--- config.mk ---
export PLATFORM = sky130hd
export DESIGN_NAME = cpu_control_sequencer
export DESIGN_NICKNAME = d
export VERILOG_FILES = /design/src/rtl/cpu_pkg.sv /design/src/rtl/cpu_instr_decode.sv /design/src/rtl/cpu_control_sequencer.sv
export SDC_FILE = /design/constraint.sdc
export NUM_CORES = 1
export LEC_CHECK = 0
export BUFFER_PORTS_ARGS = -buffer_cell sky130_fd_sc_hd__clkbuf_2
export CAP_MARGIN = 20
export CORE_UTILIZATION = 25
export DETAILED_ROUTE_END_ITERATION = 6
export HOLD_SLACK_MARGIN = 0.1
export SLEW_MARGIN = 20
export SYNTH_ARGS = -nofsm -noshare
export SYNTH_HDL_FRONTEND = slang
export SYNTH_SLANG_ARGS = --single-unit
export TNS_END_PERCENT = 30
--- constraint.sdc ---
create_clock -name clk -period 2.7 [get_ports clk]
set_input_delay 0.27 -clock clk [delete_from_list [all_inputs] [get_ports clk]]
set_output_delay 0.27 -clock clk [all_outputs]
set_load 0.02 [all_outputs]
--- src/rtl/cpu_pkg.sv ---
// Shared definitions for the 16-bit accumulator CPU.
// Holds the ISA opcode values, the ALU operation codes (also used by the ALU),
// the sequencer state encoding and the decoded-control bundle.
package cpu_pkg;

  localparam int unsigned DATA_W = 16;
  localparam int unsigned OPC_W  = 4;

  // ISA opcodes, IR[15:12]
  localparam logic [OPC_W-1:0] OP_NOP    = 4'h0;
  localparam logic [OPC_W-1:0] OP_LOAD   = 4'h1;
  localparam logic [OPC_W-1:0] OP_STORE  = 4'h2;
  localparam logic [OPC_W-1:0] OP_ADD    = 4'h3;
  localparam logic [OPC_W-1:0] OP_SUB    = 4'h4;
  localparam logic [OPC_W-1:0] OP_AND    = 4'h5;
  localparam logic [OPC_W-1:0] OP_OR     = 4'h6;
  localparam logic [OPC_W-1:0] OP_XOR    = 4'h7;
  localparam logic [OPC_W-1:0] OP_SHL    = 4'h8;
  localparam logic [OPC_W-1:0] OP_SHR    = 4'h9;
  localparam logic [OPC_W-1:0] OP_JUMP   = 4'hA;
  localparam logic [OPC_W-1:0] OP_JZ     = 4'hB;
  localparam logic [OPC_W-1:0] OP_LOADI  = 4'hC;
  localparam logic [OPC_W-1:0] OP_RSVD_D = 4'hD;
  localparam logic [OPC_W-1:0] OP_RSVD_E = 4'hE;
  localparam logic [OPC_W-1:0] OP_HALT   = 4'hF;

  // ALU operation codes
  localparam logic [3:0] ALU_ADD = 4'b0000;
  localparam logic [3:0] ALU_SUB = 4'b0001;
  localparam logic [3:0] ALU_SHL = 4'b0100;
  localparam logic [3:0] ALU_SHR = 4'b0101;
  localparam logic [3:0] ALU_AND = 4'b1000;
  localparam logic [3:0] ALU_OR  = 4'b1001;
  localparam logic [3:0] ALU_XOR = 4'b1010;

  typedef enum logic [2:0] {
    S_IDLE   = 3'd0,
    S_FETCH  = 3'd1,
    S_FWAIT  = 3'd2,
    S_DECODE = 3'd3,
    S_OPWAIT = 3'd4,
    S_HALTED = 3'd5
  } state_e;

  // Decoded control for one instruction
  typedef struct packed {
    logic       needs_mem;   // reads M[a] in OPWAIT
    logic       is_store;
    logic       writes_acc;
    logic       uses_alu;    // ACC takes alu_result rather than a load value
    logic       is_jump;
    logic       is_jz;
    logic       is_halt;
    logic       is_illegal;
    logic [3:0] alu_op;
  } ctrl_t;

endpackage

--- src/rtl/cpu_instr_decode.sv ---
// Combinational instruction decoder.
// Ports:
//   opcode_i : IR[15:12]
//   ctrl_o   : decoded control bundle (ctrl_t)
module cpu_instr_decode
  import cpu_pkg::*;
(
  input  logic [OPC_W-1:0] opcode_i,
  output ctrl_t            ctrl_o
);

  // Opcode to control mapping; NOP leaves everything cleared
  always_comb begin
    ctrl_o = '0;
    case (opcode_i)
      OP_NOP: ;
      OP_LOAD: begin
        ctrl_o.needs_mem  = 1'b1;
        ctrl_o.writes_acc = 1'b1;
      end
      OP_STORE: ctrl_o.is_store = 1'b1;
      OP_ADD, OP_SUB, OP_AND, OP_OR, OP_XOR: begin
        ctrl_o.needs_mem  = 1'b1;
        ctrl_o.writes_acc = 1'b1;
        ctrl_o.uses_alu   = 1'b1;
        case (opcode_i)
          OP_SUB:  ctrl_o.alu_op = ALU_SUB;
          OP_AND:  ctrl_o.alu_op = ALU_AND;
          OP_OR:   ctrl_o.alu_op = ALU_OR;
          OP_XOR:  ctrl_o.alu_op = ALU_XOR;
          default: ctrl_o.alu_op = ALU_ADD;
        endcase
      end
      OP_SHL, OP_SHR: begin
        ctrl_o.writes_acc = 1'b1;
        ctrl_o.uses_alu   = 1'b1;
        ctrl_o.alu_op     = (opcode_i == OP_SHL) ? ALU_SHL : ALU_SHR;
      end
      OP_JUMP:  ctrl_o.is_jump    = 1'b1;
      OP_JZ:    ctrl_o.is_jz      = 1'b1;
      OP_LOADI: ctrl_o.writes_acc = 1'b1;
      OP_RSVD_D, OP_RSVD_E: ctrl_o.is_illegal = 1'b1;
      OP_HALT:  ctrl_o.is_halt    = 1'b1;
      default:  ctrl_o = '0;
    endcase
  end

endmodule

--- src/rtl/cpu_control_sequencer.sv ---
// Fetch/decode/execute sequencer for the 16-bit accumulator CPU.
// Owns PC, IR, MBR and ACC, drives the synchronous memory port and the
// shared combinational ALU.
// Ports:
//   clk, reset            : clock, asynchronous active-high reset
//   run                   : start/continue, sampled in IDLE and at instruction ends
//   mem_addr/mem_wdata/mem_we/mem_rdata : memory port (read data one cycle late)
//   alu_op/alu_a/alu_b/alu_result       : ALU interface (alu_a is ACC)
//   acc_out/pc_out/ir_out : architectural register views
//   halted                : high in HALTED
//   illegal_op            : one-cycle pulse after decoding a reserved opcode
module cpu_control_sequencer
  import cpu_pkg::*;
#(
  parameter logic [15:0] RESET_PC      = 16'h0000,
  parameter int unsigned OPERAND_WIDTH = 12
) (
  input  logic              clk,
  input  logic              reset,
  input  logic              run,
  output logic [DATA_W-1:0] mem_addr,
  output logic [DATA_W-1:0] mem_wdata,
  output logic              mem_we,
  input  logic [DATA_W-1:0] mem_rdata,
  output logic [3:0]        alu_op,
  output logic [DATA_W-1:0] alu_a,
  output logic [DATA_W-1:0] alu_b,
  input  logic [DATA_W-1:0] alu_result,
  output logic [DATA_W-1:0] acc_out,
  output logic [DATA_W-1:0] pc_out,
  output logic [DATA_W-1:0] ir_out,
  output logic              halted,
  output logic              illegal_op
);

  state_e            state_q, state_d;
  logic [DATA_W-1:0] pc_q, pc_d;
  logic [DATA_W-1:0] ir_q, ir_d;
  logic [DATA_W-1:0] mbr_q, mbr_d;
  logic [DATA_W-1:0] acc_q, acc_d;
  logic [DATA_W-1:0] mem_addr_q, mem_addr_d;
  logic              mem_we_q, mem_we_d;
  logic [3:0]        alu_op_q, alu_op_d;
  logic              halted_q, halted_d;
  logic              illegal_q, illegal_d;

  ctrl_t             ctrl;
  logic [DATA_W-1:0] operand;
  state_e            boundary_state;

  // IR loads from memory in FWAIT. Decoding the next IR value lets the
  // registered outputs for DECODE be ready on the edge that enters it.
  assign ir_d    = (state_q == S_FWAIT) ? mem_rdata : ir_q;
  assign operand = DATA_W'(ir_d[OPERAND_WIDTH-1:0]);

  cpu_instr_decode u_decode (
    .opcode_i (ir_d[DATA_W-1 -: OPC_W]),
    .ctrl_o   (ctrl)
  );

  // MBR captures the operand word in OPWAIT
  always_comb begin
    mbr_d = mbr_q;
    if (state_q == S_OPWAIT) begin
      mbr_d = mem_rdata;
    end
  end

  // Operand data only arrives in the OPWAIT cycle itself, so alu_b cannot
  // be registered ahead of time.
  assign alu_b = (state_q == S_OPWAIT) ? mbr_d : '0;

  // Next-state, register updates and next values of the registered outputs
  always_comb begin
    state_d        = state_q;
    pc_d           = pc_q;
    acc_d          = acc_q;
    illegal_d      = 1'b0;
    boundary_state = run ? S_FETCH : S_IDLE;

    unique case (state_q)
      S_IDLE: begin
        if (run) begin
          state_d = S_FETCH;
        end
      end
      S_FETCH: state_d = S_FWAIT;
      S_FWAIT: begin
        pc_d    = DATA_W'(pc_q + 16'd1);
        state_d = S_DECODE;
      end
      S_DECODE: begin
        if (ctrl.needs_mem) begin
          state_d = S_OPWAIT;
        end else if (ctrl.is_halt) begin
          state_d = S_HALTED;
        end else begin
          state_d = boundary_state;
        end
        // Shifts and LOADI complete here; memory-operand ops finish in OPWAIT
        if (ctrl.writes_acc && !ctrl.needs_mem) begin
          acc_d = ctrl.uses_alu ? alu_result : operand;
        end
        if (ctrl.is_jump || (ctrl.is_jz && (acc_q == '0))) begin
          pc_d = operand;
        end
        illegal_d = ctrl.is_illegal;
      end
      S_OPWAIT: begin
        acc_d   = ctrl.uses_alu ? alu_result : mbr_d;
        state_d = boundary_state;
      end
      S_HALTED: state_d = S_HALTED;
      default:  state_d = S_IDLE;
    endcase

    // Output values for the state being entered
    mem_we_d   = (state_d == S_DECODE) && ctrl.is_store;
    mem_addr_d = ((state_d == S_DECODE) || (state_d == S_OPWAIT)) ? operand : pc_d;
    alu_op_d   = ALU_ADD;
    if ((state_d == S_OPWAIT) ||
        ((state_d == S_DECODE) && ctrl.uses_alu && !ctrl.needs_mem)) begin
      alu_op_d = ctrl.alu_op;
    end
    halted_d = (state_d == S_HALTED);
  end

  // State and register bank; reset aborts any instruction in flight
  always_ff @(posedge clk or posedge reset) begin
    if (reset) begin
      state_q    <= S_IDLE;
      pc_q       <= RESET_PC;
      ir_q       <= '0;
      mbr_q      <= '0;
      acc_q      <= '0;
      mem_addr_q <= RESET_PC;
      mem_we_q   <= 1'b0;
      alu_op_q   <= ALU_ADD;
      halted_q   <= 1'b0;
      illegal_q  <= 1'b0;
    end else begin
      state_q    <= state_d;
      pc_q       <= pc_d;
      ir_q       <= ir_d;
      mbr_q      <= mbr_d;
      acc_q      <= acc_d;
      mem_addr_q <= mem_addr_d;
      mem_we_q   <= mem_we_d;
      alu_op_q   <= alu_op_d;
      halted_q   <= halted_d;
      illegal_q  <= illegal_d;
    end
  end

  assign mem_addr   = mem_addr_q;
  assign mem_wdata  = acc_q;
  assign mem_we     = mem_we_q;
  assign alu_op     = alu_op_q;
  assign alu_a      = acc_q;
  assign acc_out    = acc_q;
  assign pc_out     = pc_q;
  assign ir_out     = ir_q;
  assign halted     = halted_q;
  assign illegal_op = illegal_q;

endmodule

# --- After elaboration in Yosys (flattened, before gate mapping) ---
# Index checks and enable logic that the tools add are counted.
word_totals:
  in_bits: 35
  word_cells: 82
  output_inout_bits: 119
  register_bits: 90
op_classes:
  n_eq_ne: 24
  add_sub_neg: 1
  reduce_logical: 19
  n_mux: 28
ops:
  columns: ["cell", "count"]
  rows:
  - ["16-bit two-way mux", 8]
  - ["16-bit one-hot mux with 2 select lines", 2]
  - ["4-bit equality test (second input constant)", 8]
  - ["3-bit one-hot mux with 6 select lines", 1]
  - ["16-bit by 1-bit adder with 16-bit output (second input constant)", 1]
  - ["4-bit by 3-bit equality test with 1-bit output (second input constant)", 4]
  - ["16-bit zero test", 1]
  - ["4-bit one-hot mux with 4 select lines", 1]
  - ["3-bit equality test (second input constant)", 4]
  - ["1-bit two-way mux", 11]
  - ["3-bit by 2-bit equality test with 1-bit output (second input constant)", 3]
  - ["3-bit two-way mux", 3]
  - ["9-bit OR reduction", 1]
  - ["4-bit by 2-bit equality test with 1-bit output (second input constant)", 2]
  - ["4-bit one-hot mux with 2 select lines", 1]
  - ["7-bit OR reduction", 1]
  - ["6-bit OR reduction", 1]
  - ["1-bit logical AND", 5]
  - ["5-bit OR reduction", 1]
  - ["4-bit by 1-bit equality test with 1-bit output (second input constant)", 1]
  - ["4-bit two-way mux", 1]
  - ["2-bit OR reduction", 2]
  - ["3-bit by 1-bit equality test with 1-bit output (second input constant)", 1]
  - ["3-bit zero test", 1]
  - ["other kinds (5)", 7]

# --- Depth between registers and ports, before layout ---
depth:
  word_depth: 12
  ltp_mapped: 9
  ltp_nobuf: 6

# --- Hierarchy ---
# From an unflattened synthesis, not the netlist that was laid out.
unflattened:
  hier_cells: 437
  hier_area_um2: 4086.4
modules_own_cells:
  columns: ["module", "area_each_um2", "cells_each", "instances", "seq_area_each_um2"]
  rows:
  - ["cpu_control_sequencer", 3972.6, 415, 1, 1851.8]
  - ["cpu_instr_decode", 113.9, 22, 1, 0.0]

# --- Worst setup path before layout ---
# OpenSTA, ideal clock, no wires.
synth_path:
  path_type: "register -> register"
  from: "register state_q[2]"
  to: "register mem_addr_q[10], in the netlist mem_addr[10]"
  slack_ns: 0.521
  path_stages_with_launch: 10
  period_less_slack_ns: 2.179
  arrival_ns: 2.054
  required_ns: 2.575
  n_path_buf: 4
  setup_time_ns: 0.125
  cell_sequence: "dfrtp_1 buf_2 or3b_1 buf_4 mux2i_4 o21a_1 buf_6 a21oi_2 buf_6 mux2_4"
synth_between:
  elab_chain_cells: 10
  word_cells_on_any_way: 33
  classes_between: "eq/ne: 16; mux: 12; reduce/logical: 5"
synth_lines:
  columns: ["item", "line", "source"]
  rows:
  - ["start, declared", "cpu_control_sequencer.sv:36", "state_e state_q, state_d;"]
  - ["start signal, assigned", "cpu_control_sequencer.sv:142", "state_q <= state_d;"]
  - ["3-bit by 2-bit equality test with 1-bit output", "cpu_control_sequencer.sv:53, cpu_control_sequencer.sv:81", null]
  - ["16-bit two-way mux", "cpu_control_sequencer.sv:53", "assign ir_d = (state_q == S_FWAIT) ? mem_rdata : ir_q;"]
  - ["4-bit by 1-bit equality test with 1-bit output (tied with other cells)", "cpu_instr_decode.sv:15", "case (opcode_i)"]
  - ["6-bit OR reduction (no source line) / 1-bit two-way mux (equally long branches)", null, null]
  - ["1-bit two-way mux / 3-bit two-way mux (equally long branches)", "cpu_instr_decode.sv:15, cpu_control_sequencer.sv:95", null]
  - ["3-bit two-way mux", "cpu_control_sequencer.sv:93", "if (ctrl.needs_mem) begin"]
  - ["3-bit one-hot mux with 6 select lines", "cpu_control_sequencer.sv:81", "unique case (state_q)"]
  - ["3-bit by 2-bit equality test with 1-bit output / 3-bit equality test (equally long branches)", "cpu_control_sequencer.sv:119", "mem_addr_d = ((state_d == S_DECODE) || (state_d == S_OPWAIT)) ? operand : pc_d;"]
  - ["1-bit logical OR", "cpu_control_sequencer.sv:119", null]
  - ["16-bit two-way mux (*)", "cpu_control_sequencer.sv:119", null]
  - ["net mem_addr_d[10]", "cpu_control_sequencer.sv:41", "logic [DATA_W-1:0] mem_addr_q, mem_addr_d;"]
  - ["end signal, assigned", "cpu_control_sequencer.sv:147", "mem_addr_q <= mem_addr_d;"]
  - ["end, declared", "cpu_control_sequencer.sv:41", null]
# Mark *: on every way through the listed nets, which the timed path passes. The rest lies on a longest branch.
# A chain may end at the register's enable or synchronous reset.

# --- Final worst setup path ---
layout_path:
  from: "register state_q[1]"
  to: "register mem_addr_q[0], in the netlist mem_addr[0]"
# Same word-level chain as after synthesis.

==> qor.yml <==
drt:
  ant_nets: 0
  vias: 3638
  firstDrtPassIters: 4
  first_iter_violations: 208
  wl_per_cell_um: 16.50
  drc: 0
  viasPerCell: 4.611
  totalWireLength_um: 13020
setup_path:
  crit_start: "state_q[1]"
  path_buf_inv: 0
  path_cells: "or3b_1 > mux2i_4 > o21a_1 > a21oi_2 > mux2_2"
  startpoint_type: "flop"
  regToRegEndpoint: "mem_addr[0]"
  cp_top_family: "compound AO/OA/AOI/OAI gates"
  crit_slowest_cell: "a21oi_2"
  crit_type: "flop to flop"
  reg2reg_depth: 5
  required_ps: 2920
  cp.arrival_ps: 2700
  end_kind: "flop"
  r2r_start: "state_q[1]"
  worst-path-max-fanout: 11
  critical_path.max_stage_delay_ps: 690
  endpoint: "mem_addr[0]"
  rrSetupSlack_ps: 220
  worstSetupPathDepth: 5
grt:
  grt_overflow_total: 0
  grtUsageMet2_pct: 24.66
  busiest_layer: "met2"
  grt_util_met1_pct: 20.69
  grt_pass1_vias: 3466
  grt_max_degree: 44
  grtUsageMet3_pct: 3.239
  antenna_found_initial: 0
  grt_pass1_wl_um: 19630
  track_usage_pct: 15.72
yosys:
  ys_types: 56
  synth_edf_count: 0
  synth-seq-cells: 74
  synth_ff_type: "dfrtp_1"
  async_flop_share_pct: 100.0
  post_synth.cell_area_avg_um2: 9.275
  syn_inst: 443
  synth_area_mm2: 0.004109
  synthesis.nets: 479
  ys_seq_area_share_pct: 45.07
  yosys-top-cells-area: "dfrtp_1, nand2_1, buf_4"
  synth_top_area_share_pct: 45.07
  yosys.area.top_type: "dfrtp_1"
  yosys_warnings: 0
sta:
  slew_violations: 0
  tns_ps: 0
  period_needed_ps: 2478
  hold_viol: 0
  rsz0062_at_grt: "no"
  setup_viol_count_final: 0
  max_freq_mhz: 403.5
  max_slew_margin_pct: 39.99
  finClkSkew_ps: 9.328
  worst_pin_slew_ps: 900.1
  min_period_over_period_pct: 91.78
  layout_setup_ws_ps: 221.9
cts:
  post_cts_resized: 0
  cts_root_buf: "clkbuf_16"
  cts_made_buffers: 9
  clk_pin_slew_ps: 60
  clockBufferDepth: 2
  cts_tree: "done"
  clock_sinks: 74
  clk_latency_ps: 340
  htree_num_levels: 3
cells_and_area:
  nets: 605
  final_layout_size_suffix_gt1_share_pct: 37.35
  fillers: 1667
  synthToLayoutAreaGrowth_pct: 28.50
  final_common_cell: "clkbuf_2"
  antenna_cells_inserted: 0
  mostFrequentLayoutCells: "clkbuf_2, nand2_1, dfrtp_1, nor2_1, a21oi_1"
  multi_input_area_mm2: 0.001822
  ff_latch_area_mm2: 0.001852
placed_design:
  gp_congestion: 0.8139
  place_ws_ps: 228.3
  io_buffer_count: 153
  dp_hpwl_um: 9893
worst_hold_path:
  hp-start: "alu_result[13]"
  hold_class: "input pin to flop"
floorplanning:
  fp.dieW_um: 130.2
  num_io_pins: 154
  core_area_mm2: 0.01594
  die_h_um: 130.2
  rows: 46
  dieArea_mm2: 0.01695
  start_util_pct: 25.77
power_and_ir_drop:
  powerDensity_mw_per_mm2: 1533
  power.leakage_nw: 2.694
  ir_drop_v: 0.0003991
outcome:
  status: "finished clean"
flow_run:
  maxCapViolCount: 0
==> flip-flops by register name, summed over array words and instances (netlist names) <==
name	count
acc_out	16
ir_out	16
mem_addr	16
pc_out	16
alu_op	4
state_q	3
halted	1
illegal_op	1
mem_we	1
==> how the worst min path moves through the flow <==
stage | end | cells past startpoint
floorplan | mem_we | 1
global placement | mem_we | 2
detailed placement | mem_we | 2
CTS | acc_out[13] | 2
global route | acc_out[13] | 2
finish | acc_out[13] | 2
==> stage by stage <==
stage / utilization [%] / power [mW] / cells / hold slack [ps] / instance area (µm²)
finish: 33.12 / 8.093 / 789 / 141.7 / 5280
global route: 33.12 / 8.731 / 789 / 138.6 / 5280
CTS: 33.12 / 8.176 / 789 / 128.0 / 5280
detailed placement: 30.91 / 6.758 / 773 / 441.8 / 4928
global placement: 30.91 / 6.731 / 773 / 438.1 / 4928
floorplan: - / 5.530 / 443 / 340.1 / 4109
==> kinds of logic (layout without fill, tap and decap cells) <==
kind of cell    Yosys count  in the layout  share of synthesized area (%)
fa+ha+maj                 1              1                         0.3045
flops                    74             74                          45.07
compound gates          104            104                          17.45
simple gates            162            162                          18.54
mux                      23             23                          7.308
xor+xnor                  2              2                         0.4264
buf+inv                  77            207                          10.90
==> area by class of cell <==
class / count / share of cell area (%)
Sequential cell: 74 / 35.07
Timing Repair Buffer: 171 / 17.35
Clock buffer: 10 / 4.526
Clock inverter: 5 / 1.943
Multi-Input combinational cell: 292 / 34.50
Inverter: 21 / 1.493
Tap cell: 216 / 5.118
==> worst reg2reg max path: cells and delay by family, from the launching register on <==
kind	cells	cell delay (ps)
AOI/OAI and AO/OA	2	830
muxes	2	630
DFF	1	450
and+or+nand+nor	1	450
==> synth_stat cells (all sizes together) (5+ instances only) <==
library cell and n:
a21oi 22, nand3 9, nor4 9, mux2 16, o21ai 13, o22ai 15
mux2i 7, a211oi 11, nand2 81, buf 43, nor2 25, o31ai 11
o211ai 5, and2 10, clkbuf 13, inv 21, dfrtp 74
==> routing by layer <==
layer / part of all wire, % / vias up
met1: 47 / 1712
met5: 0 / -
met3: 5.0 / 20
met2: 46 / 121
met4: 2.2 / 0
li1: - / 1785
==> what timing repair did <==
item / CTS / global route
hold endpoints to repair: 31 / 0
buffers inserted: 0 / 0
hold buffers: 1 / 0
==> power by group <==
part	switching (mW)	internal, mW	total [mW]
clock	0.464	0.921	1.38
sequential	0.582	1.62	2.20
combinational	2.86	1.64	4.51
total	3.91	4.19	8.09
Power figures use the tool's default switching activity.
